## src/rtl/fifo_write_arbiter.sv

```systemverilog
// Round-robin arbiter sharing one fifo_queue write port among NUM_REQUESTERS producers.
// Optional burst mode (repeat grants to the previous grantee) is enabled by defining FIFO_ARB_BURST_EN.
module fifo_write_arbiter #(
    parameter int NUM_REQUESTERS               = 4,
    parameter int NUM_REQUESTERS_WIDTH_IN_BITS = 2,
    parameter int SINGLE_ENTRY_WIDTH_IN_BITS   = 32,
    parameter int MAX_BURST                    = 4
) (
    input  logic                                                   clk_in,
    input  logic                                                   reset_in,
    input  logic [NUM_REQUESTERS*SINGLE_ENTRY_WIDTH_IN_BITS-1:0]   request_in,
    input  logic [NUM_REQUESTERS-1:0]                              request_valid_in,
    output logic [NUM_REQUESTERS-1:0]                              issue_ack_out,
    output logic [SINGLE_ENTRY_WIDTH_IN_BITS-1:0]                  fifo_request_out,
    output logic                                                   fifo_request_valid_out,
    input  logic                                                   fifo_issue_ack_in,
    input  logic                                                   fifo_is_full_in,
    output logic [NUM_REQUESTERS_WIDTH_IN_BITS-1:0]                grant_id_out,
    output logic                                                   busy_out
);

    localparam int N  = NUM_REQUESTERS;
    localparam int IW = NUM_REQUESTERS_WIDTH_IN_BITS;
    localparam int W  = SINGLE_ENTRY_WIDTH_IN_BITS;

    localparam logic [1:0] STATE_IDLE  = 2'd0;
    localparam logic [1:0] STATE_ISSUE = 2'd1;
    localparam logic [1:0] STATE_ACK   = 2'd2;

    localparam logic [IW-1:0] LAST_INDEX   = IW'(N - 1);
    localparam logic [N-1:0]  ONE_HOT_BASE = N'(1);

    logic [1:0]    state;
    logic [IW-1:0] last_grant;

    logic [2*N-1:0] valid_twice;
    logic [IW:0]    rotate_amount;
    logic [N-1:0]   rotated_valid;
    logic [N-1:0]   rr_scan;
    int             rr_sum;
    logic           rr_found;
    logic [IW-1:0]  rr_index;

    logic           pick_valid;
    logic [IW-1:0]  pick_index;
    logic [W-1:0]   pick_entry;
    logic           grant_fire;

    // Rotating a doubled copy puts producer last_grant+1 at bit 0, which also
    // works when N is not a power of two.
    assign valid_twice   = {request_valid_in, request_valid_in};
    assign rotate_amount = {1'b0, last_grant} + {{IW{1'b0}}, 1'b1};
    assign rotated_valid = N'(valid_twice >> rotate_amount);

    always_comb begin
        rr_found = 1'b0;
        rr_index = '0;
        rr_sum   = 0;
        rr_scan  = rotated_valid;
        for (int j = 0; j < N; j++) begin
            if (!rr_found && rr_scan[0]) begin
                rr_found = 1'b1;
                rr_sum   = int'(last_grant) + 1 + j;
                if (rr_sum >= N) begin
                    rr_sum = rr_sum - N;
                end
                rr_index = IW'(rr_sum);
            end
            rr_scan = rr_scan >> 1;
        end
    end

`ifdef FIFO_ARB_BURST_EN
    localparam int BW = $clog2(MAX_BURST + 1);

    logic [BW-1:0] burst_count;
    logic          prev_valid;
    logic          burst_again;

    // A zero count means nobody has been granted since reset, so there is no
    // previous grantee to favour.
    assign prev_valid  = |(request_valid_in & (ONE_HOT_BASE << last_grant));
    assign burst_again = prev_valid && (burst_count != '0) && (burst_count < BW'(MAX_BURST));
    assign pick_valid  = burst_again || rr_found;
    assign pick_index  = burst_again ? last_grant : rr_index;

    always_ff @(posedge clk_in) begin
        if (reset_in) begin
            burst_count <= '0;
        end else if (grant_fire) begin
            burst_count <= burst_again ? (burst_count + BW'(1)) : BW'(1);
        end
    end
`else
    logic unused_max_burst;

    assign unused_max_burst = (MAX_BURST > 0);
    assign pick_valid       = rr_found;
    assign pick_index       = rr_index;
`endif

    assign pick_entry = W'(request_in >> (int'(pick_index) * W));
    assign grant_fire = (state == STATE_IDLE) && pick_valid && !fifo_is_full_in;
    assign busy_out   = (state == STATE_ISSUE) || (state == STATE_ACK);

    always_ff @(posedge clk_in) begin
        if (reset_in) begin
            state                  <= STATE_IDLE;
            issue_ack_out          <= '0;
            fifo_request_out       <= '0;
            fifo_request_valid_out <= 1'b0;
            grant_id_out           <= '0;
            last_grant             <= LAST_INDEX;
        end else begin
            case (state)
                STATE_IDLE: begin
                    issue_ack_out <= '0;
                    if (grant_fire) begin
                        fifo_request_out       <= pick_entry;
                        fifo_request_valid_out <= 1'b1;
                        grant_id_out           <= pick_index;
                        state                  <= STATE_ISSUE;
                    end
                end
                STATE_ISSUE: begin
                    // The entry was latched at grant time, so a producer that
                    // drops valid here still has its data delivered and acked.
                    if (fifo_issue_ack_in) begin
                        fifo_request_valid_out <= 1'b0;
                        issue_ack_out          <= ONE_HOT_BASE << grant_id_out;
                        last_grant             <= grant_id_out;
                        state                  <= STATE_ACK;
                    end
                end
                STATE_ACK: begin
                    issue_ack_out <= '0;
                    state         <= STATE_IDLE;
                end
                default: begin
                    issue_ack_out          <= '0;
                    fifo_request_valid_out <= 1'b0;
                    state                  <= STATE_IDLE;
                end
            endcase
        end
    end

endmodule
```

## config.mk

```make
export PLATFORM = sky130hd
export DESIGN_NAME = fifo_write_arbiter
export DESIGN_NICKNAME = d
export VERILOG_FILES = /design/src/rtl/fifo_write_arbiter.sv
export SDC_FILE = /design/constraint.sdc
export NUM_CORES = 1
export LEC_CHECK = 0
export ABC_AREA = 0
export ABC_CLOCK_PERIOD_IN_PS = 2000
export BUFFER_PORTS_ARGS = -buffer_cell sky130_fd_sc_hd__buf_2
export CORE_MARGIN = 1
export CORE_UTILIZATION = 46
export CTS_BUF_LIST = sky130_fd_sc_hd__clkbuf_8
export CTS_CLUSTER_SIZE = 16
export DETAILED_ROUTE_END_ITERATION = 10
export GPL_TIMING_DRIVEN = 0
export MAX_ROUTING_LAYER = met4
export PLACE_DENSITY_LB_ADDON = 0.15
export SLEW_MARGIN = 15
export SYNTH_ARGS = -nofsm -noshare
export SYNTH_HDL_FRONTEND = slang
export SYNTH_SLANG_ARGS = --single-unit
```

## constraint.sdc

```tcl
create_clock -name clk_in -period 2 [get_ports clk_in]
set_clock_uncertainty 0.1 [all_clocks]
set_input_delay 0.2 -clock clk_in [delete_from_list [all_inputs] [get_ports clk_in]]
set_output_delay 0.2 -clock clk_in [all_outputs]
set_load 0.01 [all_outputs]
```

======== Word-level counts from Yosys, hierarchy flattened ========
Index checks and enable logic that the tools add are counted.
storage, ports and cells
  bits of input ports ..................... 136
  flip-flop bits (word level) ............. 43
  logic and storage cells ................. 62
  output and inout port bits .............. 40
cells by class
  muxes and demuxes ....................... 18
  magnitude comparators ................... 4
  bitwise logic cells ..................... 2
  eq/ne operators ......................... 4
  $add $sub $neg .......................... 9
  reductions and logical operators ........ 16
  shift operators ......................... 3
operator list
  operator               count
  $shr A128 B7 Y32       1
  $mux W2                10
  $ge A4 B3 Y1 const B   3
  $add A3 B2 Y4 const B  2
  $shr A8 B3 Y4          1
  $sub A2 B1 Y2 const B  4
  $add A2 B1 Y3 const B  2
  $mux W1                6
  $reduce_and A2 Y1      3
  $logic_and A1 B1 Y1    5
  $add A3 B1 Y4 const B  1
  $logic_not A1 Y1       4
  $ne A2 B2 Y1 const B   2
  $pmux W2 S2            1
  $shl A1 B2 Y4 const A  1
  $ge A3 B3 Y1 const B   1
  $pmux W1 S3            1
  $reduce_and A3 Y1      1
  $eq A2 B1 Y1 const B   1
  $eq A2 B2 Y1 const B   1
  $logic_not A2 Y1       1
  $not A1 Y1             2
  $reduce_or A2 Y1       1
  $logic_or A1 B1 Y1     1

======== Longest topological paths before layout ========
Gate-level depths: netlist of run 1.
  depth after elaboration ................. 16
  depth in mapped cells ................... 9
  mapped depth without buffers ............ 7

======== Worst setup path after synthesis of run 1 ========
OpenSTA, ideal clock, no wires.
  kind .................................... register -> register
  from .................................... register last_grant[1]
  to ...................................... register fifo_request_out[10]
  data arrival time ....................... 1525 ps
  clock period less this slack ............ 1754 ps
  stages on the path, launching flop included .. 8
  buffers on the path ..................... 2
  slack ................................... 246 ps
  path through ............................ dfxtp_1 mux2i_1 o22ai_1 a21oi_2 buf_4 buf_2 mux2i_1 o211ai_1
between the ends
  longest elaborated chain between the ends .. 15
RTL lines
  item                                                                    RTL line  source
  from (decl)                                                             34        logic [IW-1:0] last_grant;
  from (signal assigned)                                                  131       last_grant <= grant_id_out;
  parallel branches: the longest is 15 deep, another holds $add A3 B1 Y4  -
  to (signal assigned)                                                    119       fifo_request_out <= pick_entry;
  to (decl)                                                               14        output logic [SINGLE_ENTRY_WIDTH_IN_BITS-1:0] fifo_request_out,
Several ways; the timed one is not identified.
A chain may end at the register's enable or synchronous reset.

======== Worst setup path after layout of run 1 ========
  from .................................... register state[0]
  to ...................................... register fifo_request_out[12]
between the ends
  longest elaborated chain between the ends .. 4
RTL lines
  item                                    RTL line  source
  from (decl)                             33        logic [1:0] state;
  from (signal assigned)                  108       state <= STATE_IDLE;
  from (signal assigned)                  122       state <= STATE_ISSUE;
  from (signal assigned)                  132       state <= STATE_ACK;
  $logic_not A2 Y1 (*)                    103, 115
  $logic_and A1 B1 Y1 (2 in series)       103       assign grant_fire = (state == STATE_IDLE) && pick_valid && !fifo_is_full_in;
  $reduce_and A2 Y1 (no source line) (*)  -
Every way passes the cells marked *; elsewhere a longest branch is shown, timed or not.

==> results.yml, run 1 <==
status:
  status: "finished clean"
sta:
  post-route-period-util: 0.948
  period_minus_slack_ps: 1900
  finalHoldViolCount: 0
  slew_headroom: 0.643
  fin_ws_ps: 104
  max_freq_ghz: 0.527
  setup_viol: 0
  worst_slew_pin_slew_ps: 535
  whs_ps: 93.7
  slew_violations: 0
yosys:
  synth_top_area_cell: "dfxtp_1"
  syn_nets: 470
  synthDistinctLibCells: 36
  synth_seq_cells: 43
  synth_seq_area_share: 0.284
  syn_avg_cell_area_um2: 9.20
  synth_top_area_frac: 0.284
  yosysWarnings: 0
  synth_edf_count: 0
  ys.flop_type: "dfxtp_1"
  synth_cells: 330
  synthTopCellsByArea: "dfxtp_1, mux2i_1, nor4b_1"
  synth_area_mm2: 0.00304
  async_reset_ff_frac: 0
cells_and_area:
  drive_gt1_frac: 0.473
  finish.net_count: 651
  fillCellCount: 564
  final_common_cell: "buf_2"
  diodes: 0
  layoutNonFillerInstCount: 589
  area_delta_synth_final_pct: 41.1
  final_util: 0.674
  layout_common_cells: "buf_2, mux2i_1, nor4b_1"
hold_path:
  hold-path-endpoint: "fifo_request_out[0]$_SDFFE_PP0P_"
  min_from: "request_in[96]"
  hold_depth: 3
  hold_path_class: "input port to flop"
power:
  ir_drop_mv: 0.431
  p_per_area_mw_per_mm2: 650
  leakagePower_nw: 2.06
worst_setup_path:
  critPathSlowestCell: "dfxtp_2"
  critPathTopFamily: "simple AND/OR/NAND/NOR gates"
  worstPathRequired_ps: 2120
  r2r_slack_ps: 100
  crit-reg2reg-launch: "state[0]$_SDFFE_PP0P_"
  crit_path_max_fanout: 10
  crit_path_start: "state[0]$_SDFFE_PP0P_"
  crit_type: "flop to flop"
  start_kind: "flop"
  cpPeakStageDelay_ps: 350
  crit_chain: "inv_1, ha_4, and2b_2, nand2_4, buf_8, buf_6, nor4b_1, mux2i_1, o211ai_1"
  critPathCaptureType: "flop"
  arrival_ps: 2020
  r2r_end: "fifo_request_out[12]$_SDFFE_PP0P_"
  reg2reg_depth: 9
  worst-path-buf-inv: 3
route:
  avgRoutedWirePerCell_um: 15.9
  drc: 0
  via_per_inst: 5.52
  drtAntennaViolNets: 0
  drt_pass1_iterations: 4
  drt-initial-drc-count: 141
  wl_mm: 9.38
  vias: 3253
global_routing:
  grt_pass1_wl_mm: 15.0
  grt_max_degree: 15
  antenna_found_initial: 0
  grt_pass1_vias: 3149
  grt-ovfl-total: 0
  grtUsageTotal: 0.273
floorplanning:
  core.rowCount: 29
  die-area_mm2: 0.00693
  ioPinCount: 176
  start_util: 0.478
  die_w_um: 83.2
  die_h_um: 83.2
  core_mm2: 0.00635
place:
  dp_cells: 581
  dp_hpwl_mm: 7.07
  dpl_worst_slack_ps: -84.4
  port_buffers: 174
  gp_congestion: 0.807
cts:
  cts_tree: "done"
  h-tree-depth: 2
  cts_root_buf: "clkbuf_8"
  cts-root-to-sink-buffers: 2
  clk_pin_slew_ps: 90
  clock_latency_ps: 300
  cts_sinks: 43
  tritoncts.num_buffers: 5
flow_run:
  drv_cap: 0
==> worst max path at each step <==
stage	endpoint	slack, ps	cells after the start
after detailed placement	fifo_request_out[31]$_SDFFE_PP0P_	-80	7
after global routing	fifo_request_out[12]$_SDFFE_PP0P_	-30	7
after CTS	fifo_request_out[3]$_SDFFE_PP0P_	9	9
after floorplan	fifo_request_out[10]$_SDFFE_PP0P_	250	7
after global placement	fifo_request_out[10]$_SDFFE_PP0P_	-10	7
final	fifo_request_out[12]$_SDFFE_PP0P_	100	9
==> layout make-up <==
type	instances	area (µm²)	share of cell area
Multi-Input combinational cell	247	2060	0.480
Inverter	4	15.0	0.00351
Clock buffer	5	68.8	0.0161
Timing Repair Buffer	174	871	0.203
Clock inverter	3	43.8	0.0102
Buffer	36	269	0.0628
Sequential cell	43	863	0.202
Tap cell	77	96.3	0.0225
==> Yosys cell counts, drive strengths merged (2+ instances only) <==
| cell | n |
|---|---|
| a211o | 2 |
| a21oi | 7 |
| and3 | 2 |
| buf | 31 |
| clkbuf | 5 |
| dfxtp | 43 |
| ha | 4 |
| inv | 4 |
| mux2i | 67 |
| nand2 | 37 |
| nand2b | 6 |
| nand3b | 3 |
| nor2 | 9 |
| nor2b | 2 |
| nor3 | 2 |
| nor4b | 62 |
| o211ai | 31 |
| o21ai | 2 |
==> timing repair <==
action / 4_1_cts / 5_1_grt
hold endpoints to repair: 0 / 0
resized for setup: 5 / 32
endpoints found under the setup margin: 29 / 30
buffers inserted: 0 / 0
hold buffers: 0 / 0
pin swaps: 0 / 0
==> layer usage <==
layer,up-vias,routed length [µm],track usage
li1,1609,-,-
met1,1491,4060,0.337
met2,140,4570,0.466
met3,13,578,0.0408
met4,0,168,0.0721
met5,-,0,-
==> power by group <==
| group | switching (W) | internal, W | leakage, nW |
|---|---|---|---|
| Sequential | 0.0000635 | 0.000966 | 0.352 |
| Clock | 0.000325 | 0.000372 | 0.0581 |
| Combinational | 0.000551 | 0.000504 | 1.65 |
| Total | 0.000940 | 0.00184 | 2.06 |
==> sequential cells by signal (all words and copies together) (netlist names) <==
signal	cells
fifo_request_out	32
fifo_request_valid_out	1
grant_id_out	2
last_grant	2
issue_ack_out	4
state	2
==> stage by stage <==
step | cell area, µm² | power (W) | setup TNS [ps]
global route | 4280 | 0.00293 | -50.7
global placement | 4000 | 0.00201 | -15.8
detailed placement | 4000 | 0.00204 | -718
floorplan | 3040 | 0.00167 | 0
finish | 4280 | 0.00278 | 0
CTS | 4130 | 0.00274 | 0
==> cells by family after synthesis <==
| group | Yosys count | share of synthesized area |
|---|---|---|
| multiplexers | 67 | 0.221 |
| flip-flops | 43 | 0.284 |
| buffers and inverters | 40 | 0.0800 |
| adder cells (fa/ha/maj) | 4 | 0.0165 |
| AND/OR/NAND/NOR | 128 | 0.285 |
| AO/OA/AOI/OAI | 48 | 0.114 |
==> worst reg2reg max path, delay by kind of cell (launching register included) <==
kind                       cells  cell delay, ps
buffers and inverters          3             410
AOI/OAI and AO/OA              1             100
muxes                          1             150
adders and majority gates      1             170
DFF                            1             350
and+or+nand+nor                3             550
Power figures use the tool's default switching activity.
==> run 2: changes to the inputs <==
--- a/config.mk
+++ b/config.mk
@@ -15,7 +15,7 @@
 export DETAILED_ROUTE_END_ITERATION = 10
 export GPL_TIMING_DRIVEN = 0
 export MAX_ROUTING_LAYER = met4
-export PLACE_DENSITY_LB_ADDON = 0.15
+export PLACE_DENSITY = 0.95
 export SLEW_MARGIN = 15
 export SYNTH_ARGS = -nofsm -noshare
 export SYNTH_HDL_FRONTEND = slang
==> run 2 against run 1 <==
  * Critical path depth decreased by 2
  * Setup slack got worse by 38 ps
  * Die area unchanged
  * Utilization increased by 0.97 points
  * Cell count unchanged
  * Critical endpoint is now fifo_request_out[31]$_SDFFE_PP0P_
  * Routed wire length increased by 5.8%
  * Hold slack improved by 8.1 ps
==> results.yml, run 2 (synthesized netlist as in run 1, its figures left out) <==
power:
  leakagePower_nw: 2.08
  p_per_area_mw_per_mm2: 676
  power_w: 0.00294
  ir_drop_mv: 0.385
cts:
  tritoncts.num_buffers: 5
  cts_setup_buffers: 0
  cts_tree: "done"
  clk_pin_slew_ps: 90
  h-tree-depth: 2
  cts_root_buf: "clkbuf_8"
  cts-root-to-sink-buffers: 2
  clock_latency_ps: 300
  cts_sinks: 43
worst_setup_path:
  critPathMostFrequentCell: "buf_6"
  crit_path_max_fanout: 10
  arrival_ps: 2010
  crit_chain: "mux2i_1, o22ai_1, a21oi_2, buf_6, buf_6, mux2i_2, o211ai_1"
  critPathSlowestCell: "dfxtp_2"
  cpPeakStageDelay_ps: 400
  crit-reg2reg-launch: "last_grant[1]$_SDFFE_PP1P_"
  crit_type: "flop to flop"
  critPathCaptureType: "flop"
  crit_cells: 7
  worstPathRequired_ps: 2080
  worst-path-buf-inv: 2
  crit_path_start: "last_grant[1]$_SDFFE_PP1P_"
  critPathTopFamily: "multiplexers"
  reg2reg_depth: 7
  start_kind: "flop"
global_routing:
  antenna_found_initial: 0
  grt_pass1_vias: 3291
  grt_pass1_wl_mm: 15.3
  grt-ovfl-total: 0
  grt_max_degree: 15
  grtUsageTotal: 0.279
floorplanning:
  die_w_um: 83.2
  die-area_mm2: 0.00693
  core_mm2: 0.00635
  die_h_um: 83.2
  start_util: 0.478
  core.rowCount: 29
  ioPinCount: 176
cells_and_area:
  final_common_cell: "buf_2"
  top_regs: "fifo_request_out: 32 flops, issue_ack_out: 4 flops"
  multi_input_area_mm2: 0.00210
  drive_gt1_frac: 0.482
  regMostFlops: "fifo_request_out"
  finish.net_count: 651
  largest_reg_flops: 32
  area_delta_synth_final_pct: 43.1
  register_area_um2: 862
  fillCellCount: 522
  diodes: 0
  layout_common_cells: "buf_2, mux2i_1, dfxtp_1"
place:
  dpl_worst_slack_ps: -83.9
  gp_congestion: 0.855
  port_buffers: 174
  dp_hpwl_mm: 7.39
route:
  drt_pass1_iterations: 4
  wl_mm: 9.92
  drtAntennaViolNets: 0
  vias: 3372
  drc: 0
  avgRoutedWirePerCell_um: 16.8
  via_per_inst: 5.72
  drt-initial-drc-count: 171
sta:
  slew_violations: 0
  worst_slew_pin_slew_ps: 503
  max_freq_ghz: 0.517
  period_minus_slack_ps: 1930
  post-route-period-util: 0.967
  finalHoldViolCount: 0
  fin_ws_ps: 65.5
  setup_viol: 0
  slew_headroom: 0.665
status:
  status: "finished clean"
hold_path:
  min_from: "request_in[102]"
  hold_depth: 3
  hold_path_class: "input port to flop"
flow_run:
  drv_cap: 0
-- run 2: power breakdown --
part | internal [W] | switching, W | total [W]
sequential | 0.000965 | 0.0000662 | 0.00103
clock | 0.000498 | 0.000328 | 0.000826
combinational | 0.000508 | 0.000573 | 0.00108
-- run 2: final cells by class --
| cell class | instances | share of cell area |
|---|---|---|
| multi-input combinational | 247 | 0.482 |
| timing repair buffer | 174 | 0.200 |
| sequential | 43 | 0.198 |
| buffer | 36 | 0.0616 |
| tap | 77 | 0.0222 |
| clock buffer | 5 | 0.0158 |
| clock inverter | 3 | 0.0156 |
| inverter | 4 | 0.00346 |
-- run 2: what timing repair did --
action,in CTS,in global routing
hold buffers,0,0
hold endpoints to repair,0,0
cloned,0,0
gates resized for setup,5,38
setup endpoints to repair,30,32
-- run 2: stage by stage --
stage	std cells	cell area [µm²]	hold slack, ps	setup TNS (ps)	utilization
finish	589	4340	102	0	0.684
global route	589	4340	95.6	-78.9	0.684
CTS	589	4150	97.5	0	0.653
detailed placement	581	4000	362	-1070	0.630
global placement	581	4000	352	0	0.630
floorplan	330	3040	300	0	-
-- run 2: routing by layer --
layer  up-vias  share of wire  global-route usage
met5         -              0                   -
met4         0          0.017              0.0705
met3        16          0.052              0.0417
met2       149           0.52               0.496
met1      1597           0.41               0.329
li1       1610              -                   -
-- run 2: worst reg2reg max path, delay by kind of cell, from the launching register on --
family	cells	cell delay, ps
AO/OA/AOI/OAI	3	420
buffers and inverters	2	400
flip-flops	1	400
multiplexers	2	490
-- run 2: final timing paths --
| kind | end | slack (ps) |
|---|---|---|
| max | fifo_request_out[31]$_SDFFE_PP0P_ | 70 |
| min | fifo_request_out[6]$_SDFFE_PP0P_ | 100 |
| max reg2reg | fifo_request_out[31]$_SDFFE_PP0P_ | 70 |
| min reg2reg | issue_ack_out[1]$_SDFFE_PP0P_ | 380 |
==> run 3: changes to the inputs <==
==> constraint.sdc (replaced) <==
create_clock -name clk_in -period 2 [get_ports clk_in]
set_clock_uncertainty 0.1 [all_clocks]
set_input_delay 0.1 -clock clk_in [delete_from_list [all_inputs] [get_ports clk_in]]
set_output_delay 0.1 -clock clk_in [all_outputs]
set_load 0.01 [all_outputs]
==> run 3 against run 2 <==
  * First-iteration DRC count down 1.8%
  * Largest power group unchanged
  * Design area rose by 0.46%
  * Fmax down 1.0%
  * Hold slack got worse by 98 ps
  * Highest routed layer unchanged
  * Via count is 0.68% higher
  * Critical endpoint is now fifo_request_out[6]$_SDFFE_PP0P_
==> results.yml, run 3 (synthesized netlist as in run 1, its figures left out) <==
status:
  status: "finished clean"
sta:
  whs_ps: 3.38
  worst_slew_pin_slew_ps: 489
  slew_violations: 0
  max_freq_ghz: 0.512
  setup_viol: 0
  post-route-period-util: 0.977
  finalHoldViolCount: 0
  period_minus_slack_ps: 1950
  slew_headroom: 0.674
place:
  gp_congestion: 0.855
  port_buffers: 174
  dpl_cell_area_mm2: 0.00400
  dp_hpwl_mm: 7.39
flow_run:
  drv_cap: 0
route:
  drt-initial-drc-count: 168
  drc: 0
  drt_pass1_iterations: 4
  avgRoutedWirePerCell_um: 16.9
  vias: 3395
  drtAntennaViolNets: 0
  via_per_inst: 5.74
  wl_mm: 9.97
cells_and_area:
  final_util: 0.687
  largest_reg_flops: 32
  top_regs: "fifo_request_out: 32 flops, issue_ack_out: 4 flops"
  final_common_cell: "buf_2"
  area_delta_synth_final_pct: 43.8
  finish.net_count: 653
  regMostFlops: "fifo_request_out"
  diodes: 0
  layout_common_cells: "buf_2, mux2i_1, dfxtp_1"
  drive_gt1_frac: 0.481
  finalInstanceArea_mm2: 0.00436
cts:
  h-tree-depth: 2
  clock_latency_ps: 300
  cts_tree: "done"
  clk_pin_slew_ps: 90
  cts_sinks: 43
  cts-root-to-sink-buffers: 2
  tritoncts.num_buffers: 5
  cts_root_buf: "clkbuf_8"
global_routing:
  grt_max_degree: 15
  grt_pass1_wl_mm: 15.4
  grt_pass1_vias: 3303
  antenna_found_initial: 0
  grtUsageTotal: 0.280
  grt-ovfl-total: 0
hold_path:
  hold-path-endpoint: "fifo_request_out[10]$_SDFFE_PP0P_"
  min_from: "request_in[106]"
  hold_path_class: "input port to flop"
  hold_depth: 3
worst_setup_path:
  crit-reg2reg-launch: "last_grant[1]$_SDFFE_PP1P_"
  crit_path_max_fanout: 10
  critPathCaptureType: "flop"
  r2r_slack_ps: 50
  r2r_end: "fifo_request_out[6]$_SDFFE_PP0P_"
  crit_path_start: "last_grant[1]$_SDFFE_PP1P_"
  start_kind: "flop"
  crit_type: "flop to flop"
  worstPathRequired_ps: 2080
  arrival_ps: 2030
  reg2reg_depth: 7
floorplanning:
  start_util: 0.478
  ioPinCount: 176
  core.rowCount: 29
  die_w_um: 83.2
  core_mm2: 0.00635
  die-area_mm2: 0.00693
  die_h_um: 83.2
power:
  p_per_area_mw_per_mm2: 674
  ir_drop_mv: 0.385
  leakagePower_nw: 2.09
  power_w: 0.00294
## run 3: layout make-up
type	count	area, µm²
multi-input combinational	247	2100
sequential	43	862
clock inverter	3	67.6
buffer	36	268
tap	77	96.3
inverter	4	15.0
timing repair buffer	176	891
fill	525	1990
clock buffer	5	68.8
## run 3: timing repair
item,4_1_cts,5_1_grt
hold endpoints to repair,1,1
endpoints found under the setup margin,30,32
hold buffers,1,1
resized for setup,5,38
setup buffers,0,0
## run 3: stage by stage
stage,TNS [ps],cells,setup slack (ps)
5_1_grt,-79.4,591,-44.3
6_report,0,591,45.2
3_3_place_gp,0,581,10.9
3_5_place_dp,-1070,581,-83.9
4_1_cts,0,590,12.2
2_1_floorplan,0,330,246
## run 3: worst max-delay path by stage
stage,endpoint,slack (ps),cells past startpoint
detailed placement,fifo_request_out[31]$_SDFFE_PP0P_,-80,7
global placement,fifo_request_out[12]$_SDFFE_PP0P_,10,7
finish,fifo_request_out[6]$_SDFFE_PP0P_,50,7
floorplan,fifo_request_out[10]$_SDFFE_PP0P_,250,7
global route,fifo_request_out[31]$_SDFFE_PP0P_,-40,7
CTS,fifo_request_out[30]$_SDFFE_PP0P_,10,9
## run 3: layer usage
metal  up-vias  wire [µm]  track usage
met5         -          0            -
met1      1631       4110        0.329
met2       135       5180        0.498
met3        14        509       0.0417
met4         0        167       0.0705
li1       1615          -            -
## run 3: critical path, cell delays in order (launching register included)
cell      delay (ps)
dfxtp_2          400
mux2i_1          230
o22ai_1          130
a21oi_2          180
buf_6            200
buf_6            190
mux2i_1          270
o211ai_1         110
## run 3: where the power goes
group	switching (W)	internal (W)	leakage (nW)
Sequential	0.0000667	0.000965	0.352
Clock	0.000327	0.000498	0.0644
Combinational	0.000572	0.000511	1.67
